==> src/rtl/hazard_pkg.sv <==
// Shared types and defaults for the pipeline hazard/forwarding controller.
package hazard_pkg;

  localparam int STAGES_DEF     = 3;
  localparam int LOAD_STAGE_DEF = 2;
  localparam int SB_RD_W        = 8;
  localparam int FWD_REGFILE    = 0;

  typedef struct packed {
    logic               valid;
    logic [SB_RD_W-1:0] rd;
    logic               wr;
    logic               load;
  } sb_entry_t;

endpackage

==> src/rtl/hazard_scoreboard.sv <==
// Destination scoreboard: one entry per post-decode stage, index 0 = EX.
// Shifts on advance, takes a bubble instead of the ID instruction on request, freezes otherwise.
module hazard_scoreboard
  import hazard_pkg::*;
#(
  parameter int STAGES = STAGES_DEF
) (
  input  logic                   clk_i,
  input  logic                   rst_i,
  input  logic                   advance_i,
  input  logic                   insert_bubble_i,
  input  sb_entry_t              new_entry_i,
  output sb_entry_t [STAGES-1:0] entries_o
);

  sb_entry_t [STAGES-1:0] sb_q, sb_d;

  always_comb begin
    sb_d = sb_q;
    if (advance_i) begin
      for (int k = STAGES - 1; k > 0; k--) sb_d[k] = sb_q[k-1];
      sb_d[0] = insert_bubble_i ? '0 : new_entry_i;
    end
  end

  always_ff @(posedge clk_i or posedge rst_i) begin
    if (rst_i) sb_q <= '0;
    else       sb_q <= sb_d;
  end

  assign entries_o = sb_q;

endmodule

==> src/rtl/pipe_hazard_unit.sv <==
// Hazard, forwarding and flush controller beside the ID stage.
// Defining HAZARD_PERF_EN adds saturating stall_cnt / flush_cnt event counters.
module pipe_hazard_unit
  import hazard_pkg::*;
#(
  parameter int STAGES     = STAGES_DEF,
  parameter int REG_AW     = 5,
  parameter int LOAD_STAGE = LOAD_STAGE_DEF,
  parameter int FWD_W      = $clog2(STAGES + 1)
) (
  input  logic              CLK,
  input  logic              Reset,
  input  logic              id_valid,
  input  logic [REG_AW-1:0] id_rs1,
  input  logic [REG_AW-1:0] id_rs2,
  input  logic              id_rs1_used,
  input  logic              id_rs2_used,
  input  logic [REG_AW-1:0] id_rd,
  input  logic              id_wr,
  input  logic              id_load,
  input  logic              ex_redirect,
  input  logic              ext_hold,
  output logic              if_stall,
  output logic              id_bubble,
  output logic              flush_ifid,
  output logic [FWD_W-1:0]  fwd_sel_rs1,
  output logic [FWD_W-1:0]  fwd_sel_rs2
`ifdef HAZARD_PERF_EN
  ,
  output logic [31:0]       stall_cnt,
  output logic [31:0]       flush_cnt
`endif
);

  sb_entry_t [STAGES-1:0] sb;
  sb_entry_t              new_entry;
  logic [FWD_W-1:0]       sel1, sel2;
  logic                   ld1, ld2;
  logic                   load_use, redirect, stall_eff;

  function automatic logic src_hit(input sb_entry_t e, input logic [REG_AW-1:0] s,
                                   input logic used, input logic idv);
    return idv && used && e.valid && e.wr && (s != '0) && (e.rd == SB_RD_W'(s));
  endfunction

  // Descending scan so the youngest (lowest index) producer is the last to win.
  always_comb begin
    sel1 = FWD_W'(FWD_REGFILE);
    sel2 = FWD_W'(FWD_REGFILE);
    ld1  = 1'b0;
    ld2  = 1'b0;
    for (int k = STAGES; k >= 1; k--) begin
      if (src_hit(sb[k-1], id_rs1, id_rs1_used, id_valid)) begin
        sel1 = FWD_W'(k);
        ld1  = sb[k-1].load && (k < LOAD_STAGE);
      end
      if (src_hit(sb[k-1], id_rs2, id_rs2_used, id_valid)) begin
        sel2 = FWD_W'(k);
        ld2  = sb[k-1].load && (k < LOAD_STAGE);
      end
    end
  end

  assign load_use  = ld1 | ld2;
  assign redirect  = ex_redirect & ~ext_hold;
  assign stall_eff = load_use & ~ext_hold & ~ex_redirect;

  assign if_stall    = ~Reset & (ext_hold | stall_eff);
  assign id_bubble   = ~Reset & ~ext_hold & (ex_redirect | load_use);
  assign flush_ifid  = ~Reset & redirect;
  assign fwd_sel_rs1 = (Reset || ld1) ? FWD_W'(FWD_REGFILE) : sel1;
  assign fwd_sel_rs2 = (Reset || ld2) ? FWD_W'(FWD_REGFILE) : sel2;

  assign new_entry = '{valid: id_valid, rd: SB_RD_W'(id_rd), wr: id_wr, load: id_load};

  hazard_scoreboard #(.STAGES(STAGES)) u_sb (
    .clk_i          (CLK),
    .rst_i          (Reset),
    .advance_i      (~ext_hold),
    .insert_bubble_i(ex_redirect | load_use),
    .new_entry_i    (new_entry),
    .entries_o      (sb)
  );

`ifdef HAZARD_PERF_EN
  logic [31:0] stall_cnt_q, flush_cnt_q;

  always_ff @(posedge CLK or posedge Reset) begin
    if (Reset) begin
      stall_cnt_q <= '0;
      flush_cnt_q <= '0;
    end else begin
      if (stall_eff && (stall_cnt_q != '1)) stall_cnt_q <= stall_cnt_q + 32'd1;
      if (redirect && (flush_cnt_q != '1))  flush_cnt_q <= flush_cnt_q + 32'd1;
    end
  end

  assign stall_cnt = stall_cnt_q;
  assign flush_cnt = flush_cnt_q;
`endif

endmodule
==> config.mk <==
export PLATFORM = sky130hd
export DESIGN_NAME = pipe_hazard_unit
export DESIGN_NICKNAME = d
export VERILOG_FILES = /design/src/rtl/hazard_pkg.sv /design/src/rtl/hazard_scoreboard.sv /design/src/rtl/pipe_hazard_unit.sv
export SDC_FILE = /design/constraint.sdc
export NUM_CORES = 1
export LEC_CHECK = 0
export CAP_MARGIN = 5
export CORE_UTILIZATION = 58
export DETAILED_ROUTE_END_ITERATION = 6
export HOLD_SLACK_MARGIN = 0.15
export PLACE_DENSITY = 0.85
export RECOVER_POWER = 25
export SKIP_CTS_REPAIR_TIMING = 1
export SLEW_MARGIN = 20
export SYNTH_ARGS = -nofsm -noshare
export SYNTH_HDL_FRONTEND = slang
export SYNTH_HIERARCHICAL = 1
export SYNTH_SLANG_ARGS = --single-unit
==> constraint.sdc <==
create_clock -name CLK -period 2.6 [get_ports CLK]
set_input_delay 0.26 -clock CLK [delete_from_list [all_inputs] [get_ports CLK]]
set_output_delay 0.26 -clock CLK [all_outputs]
set_load 0.05 [all_outputs]
Word level (Yosys, flattened, before mapping)
Cells that the tools add are included.

cells by class
  shifts and indexed selects = 0
  equal/unequal tests = 6
  reductions and logical operators = 30
  div/mod/pow operators = 0
  bitwise operators = 13
  multipliers = 0
  muxes and demuxes = 11
  add/sub/neg operators = 0
  order comparisons = 0

operators by type and width
  kind                                      number
  8-bit by 5-bit == test with 1-bit output  6
  1-bit logical AND                         26
  2-bit two-way mux                         8
  11-bit two-way mux                        1
  5-bit nonzero test                        2
  1-bit AND                                 7
  1-bit inverter                            3
  1-bit OR                                  3
  1-bit logical OR                          2
  1-bit two-way mux                         2

storage, ports and cells
  latch bits = 0
  memories kept = 0
  input port bits = 24
  bits in read-only memories = 0
  flip-flop bits (word level) = 31
  memory bits (writable) = 0
  output and inout port bits = 7

Longest topological paths before layout
  depth in word-level cells = 11
  gate-level depth with buffers = 8

By module
Netlist, hierarchy kept.

by module, submodules not included
  module             cells an instance  area an instance (sq um)  times used  sequential area each (sq um)
  hazard_scoreboard  75                 1316.3                    1           825.8
  pipe_hazard_unit   74                 543.0                     1           0.0

Worst setup path after synthesis
No wires, ideal clock.

  path kind = reg2out
  start point = reg u_sb.sb_q, in the netlist u_sb/entries_o[18]
  end point = out fwd_sel_rs2[1]
  cell stages (with the launch flop) = 6
  data arrival time = 2473 ps
  slack = -133 ps
  data required time = 2340 ps
  path through = dfrtp_1 -> nand3b_1 -> or4_1 -> or3_1 -> nor2b_1 -> nor3_1

on the way
  longest elaborated chain between the ends = 5

ends and longest elaborated chain
  element                                   line                     text
  from (decl)                               hazard_scoreboard.sv:16  sb_entry_t [STAGES-1:0] sb_q, sb_d;
  from (signal assigned)                    hazard_scoreboard.sv:27  if (rst_i) sb_q <= '0;
  from (signal assigned)                    hazard_scoreboard.sv:28  else sb_q <= sb_d;
  8-bit by 5-bit == test with 1-bit output  pipe_hazard_unit.sv:43   return idv && used && e.valid && e.wr && (s != '0) && (e.rd == SB_RD_W'(s));
  1-bit logical AND                         pipe_hazard_unit.sv:43
  2-bit two-way mux (2 in a row)            pipe_hazard_unit.sv:57   if (src_hit(sb[k-1], id_rs2, id_rs2_used, id_valid)) begin
  2-bit two-way mux                         pipe_hazard_unit.sv:72   assign fwd_sel_rs2 = (Reset || ld2) ? FWD_W'(FWD_REGFILE) : sel2;
  to (decl)                                 pipe_hazard_unit.sv:27   output logic [FWD_W-1:0] fwd_sel_rs2

No other way between the ends.

Final worst setup path
  start point = in id_rs1[1]
  end point = out fwd_sel_rs1[0]

on the way
  longest elaborated chain between the ends = 7
  elaborated cells on any way between the ends = 16
  classes of those cells = eq/ne: 3; mux: 5; reduce/logical: 8

ends and longest elaborated chain
  element                         line                    text
  from (decl)                     pipe_hazard_unit.sv:14  input logic [REG_AW-1:0] id_rs1,
  5-bit nonzero test              pipe_hazard_unit.sv:43
  1-bit logical AND (2 in a row)  pipe_hazard_unit.sv:43
  2-bit two-way mux (3 in a row)  pipe_hazard_unit.sv:53  if (src_hit(sb[k-1], id_rs1, id_rs1_used, id_valid)) begin
  2-bit two-way mux (*)           pipe_hazard_unit.sv:71  assign fwd_sel_rs1 = (Reset || ld1) ? FWD_W'(FWD_REGFILE) : sel1;
  to (decl)                       pipe_hazard_unit.sv:26  output logic [FWD_W-1:0] fwd_sel_rs1,

Mark *: on every way between the ends. The rest lies on a longest branch, timed or not.

==> qor.yml <==
status: "finished with violations"
violations: "DRC, capacitance limit, slew limit, setup timing"
vdd_drop_max_v: 0.000394
power_density_mw_per_mm2: 534
cts_tree: "yes"
initial_utilization_pct: 62.9
port_buffers: 30
path_cells: "clkdlybuf4s50_1 -> or3_1 -> o311a_1 -> and3_4 -> or3b_4 -> a21oi_4 -> buf_12"
grt_max_degree: 32
finalWorstSetupSlack_ns: -0.0170
largest_reg_flops: 31
floorplan.core_area_sq_mm: 0.00283
worstMarginPinSlew_ns: 1.60
finalClockSkew_ns: 0.0143
cts_max_level: 2
timing.setup.tns_ns: -0.0170
area_growth_pct: 35.3
die_y_um: 57.4
crit_slowest_cell: "clkdlybuf4s50_1"
vias: 1405
syn-mean-instance-area_sq_um: 12.3
clock_sinks: 31
drc: 3
ios: 31
drt-initial-drc-count: 47
drv_slew: 32
clkTransAtPathRegs_ns: 0.11
final_nets: 220
rows: 19
crit_buf_inv: 2
cap_violations: 1
cp.arrival_ns: 2.36
crit_path_max_fanout: 4
grt_pass1_wl_um: 6690
syn_inst: 145
drive_gt1_share_pct: 31.5
die_w_um: 57.4
routedWlPerCell_um: 20.6
grt-ovfl-total: 0
fin_crit_sh_pct: 101
end_kind: "primary output"
dpl.cell_count: 216
cpPeakStageDelay_ns: 0.43
rsz0062_at_grt: "yes"
grt_pass1_vias: 1381
critical_path.top_delay_family: "simple AND/OR/NAND/NOR gates"
antenna_found_initial: 0
required_ns: 2.34
netlist_area_sq_mm: 0.00178
max_freq_mhz: 382
min_path_type: "input pin to flip-flop"
gp_congestion: 0.945
dp_hpwl_um: 3120
antenna_cells: 0
relSlewSlack_pct: -6.75
yosysWarnings: 6
die-area_sq_mm: 0.00329
cts_buffer_depth: 2
leakagePower_uw: 0.00111
routed_via_density: 6.16
finalWirelength_um: 4690
ant_nets: 0
path_class: "input pin to primary output"
period_needed_ns: 2.62
cts_made_buffers: 5
insertion_delay_ns: 0.35
instances_no_fill: 228
critPathLaunchType: "input pin"
drtPass1Iterations: 6
grt_use_total_pct: 28.0
cts-root-buf: "clkbuf_4"
hold_slack_ns: 0.500
setup_viol: 1
finalHoldViolCount: 0
==> worst paths after layout <==
path	from	to	slack (ns)	depth (start not counted)
setup / recovery	id_rs1[1]	fwd_sel_rs1[0]	-0.02	7
hold / removal	id_rd[4]	u_sb/entries_o[6]	0.50	2
setup reg to reg	u_sb/entries_o[6]	u_sb/entries_o[4]	0.70	7
hold reg to reg	u_sb/entries_o[29]	u_sb/entries_o[29]	0.52	1
max in group asynchronous	Reset	u_sb/entries_o[7]	0.67	4
min in group asynchronous	Reset	u_sb/entries_o[0]	0.99	4
==> where the power goes <==
group          internal (uW)  total [uW]  switching (uW)  leakage, uW
Clock                    227         403             176    0.0000482
Combinational            162         286             124     0.000655
Sequential               534         597            62.9     0.000404
Total                    923        1290             362      0.00111
==> cell type report <==
| class | instances | area (sq um) |
|---|---|---|
| Clock buffer | 6 | 51.3 |
| Tap cell | 31 | 38.8 |
| Timing Repair Buffer | 47 | 485 |
| Fill cell | 128 | 422 |
| Clock inverter | 2 | 35.0 |
| Multi-Input combinational cell | 107 | 1010 |
| Inverter | 4 | 15.0 |
| Sequential cell | 31 | 776 |
==> placed cells by master (no fill, tap or decap), types with 2 or more instances in the layout <==
| cell | count |
|---|---|
| or3_1 | 2 |
| nor2b_4 | 2 |
| mux2_4 | 17 |
| clkdlybuf4s50_1 | 22 |
| xnor2_1 | 14 |
| nand2_1 | 2 |
| nand3_1 | 3 |
| inv_1 | 4 |
| dlymetal6s2s_1 | 2 |
| nor4_1 | 4 |
| nor4_2 | 2 |
| buf_12 | 4 |
| xor2_1 | 16 |
| buf_4 | 16 |
| mux2_2 | 3 |
| nand3b_1 | 3 |
| a22o_1 | 10 |
| nand4_1 | 3 |
| conb_1 | 3 |
| clkbuf_4 | 5 |
| o211ai_1 | 2 |
| or4_1 | 2 |
| dfrtp_1 | 31 |
==> metal layers <==
metal / vias up / GRT usage (%) / routed length (um)
met3: 23 / 7.94 / 274
met5: - / 0 / 0
met2: 64 / 43.7 / 2340
met4: 0 / 15.7 / 270
li1: 628 / - / -
met1: 690 / 35.1 / 1800
==> worst reg2reg max path: stages (launching register included) <==
cell,delay [ns]
dfrtp_1,0.46
xor2_1,0.20
nor4_2,0.31
and3_4,0.25
o21ai_1,0.09
nand2_1,0.15
nor2b_4,0.10
a22o_1,0.21
==> stage by stage <==
| step | utilization, % | cell area (sq um) | total power [uW] | setup slack, ns |
|---|---|---|---|---|
| 2_1_floorplan | - | 1800 | 759 | 0.0857 |
| 3_3_place_gp | 78.9 | 2230 | 846 | 0.0513 |
| 3_5_place_dp | 78.9 | 2230 | 864 | -0.0288 |
| 4_1_cts | 81.9 | 2320 | 1260 | -0.0181 |
| 5_1_grt | 85.1 | 2410 | 1340 | -0.0635 |
| 6_report | 85.1 | 2410 | 1290 | -0.0170 |
Power figures use the tool's default switching activity.
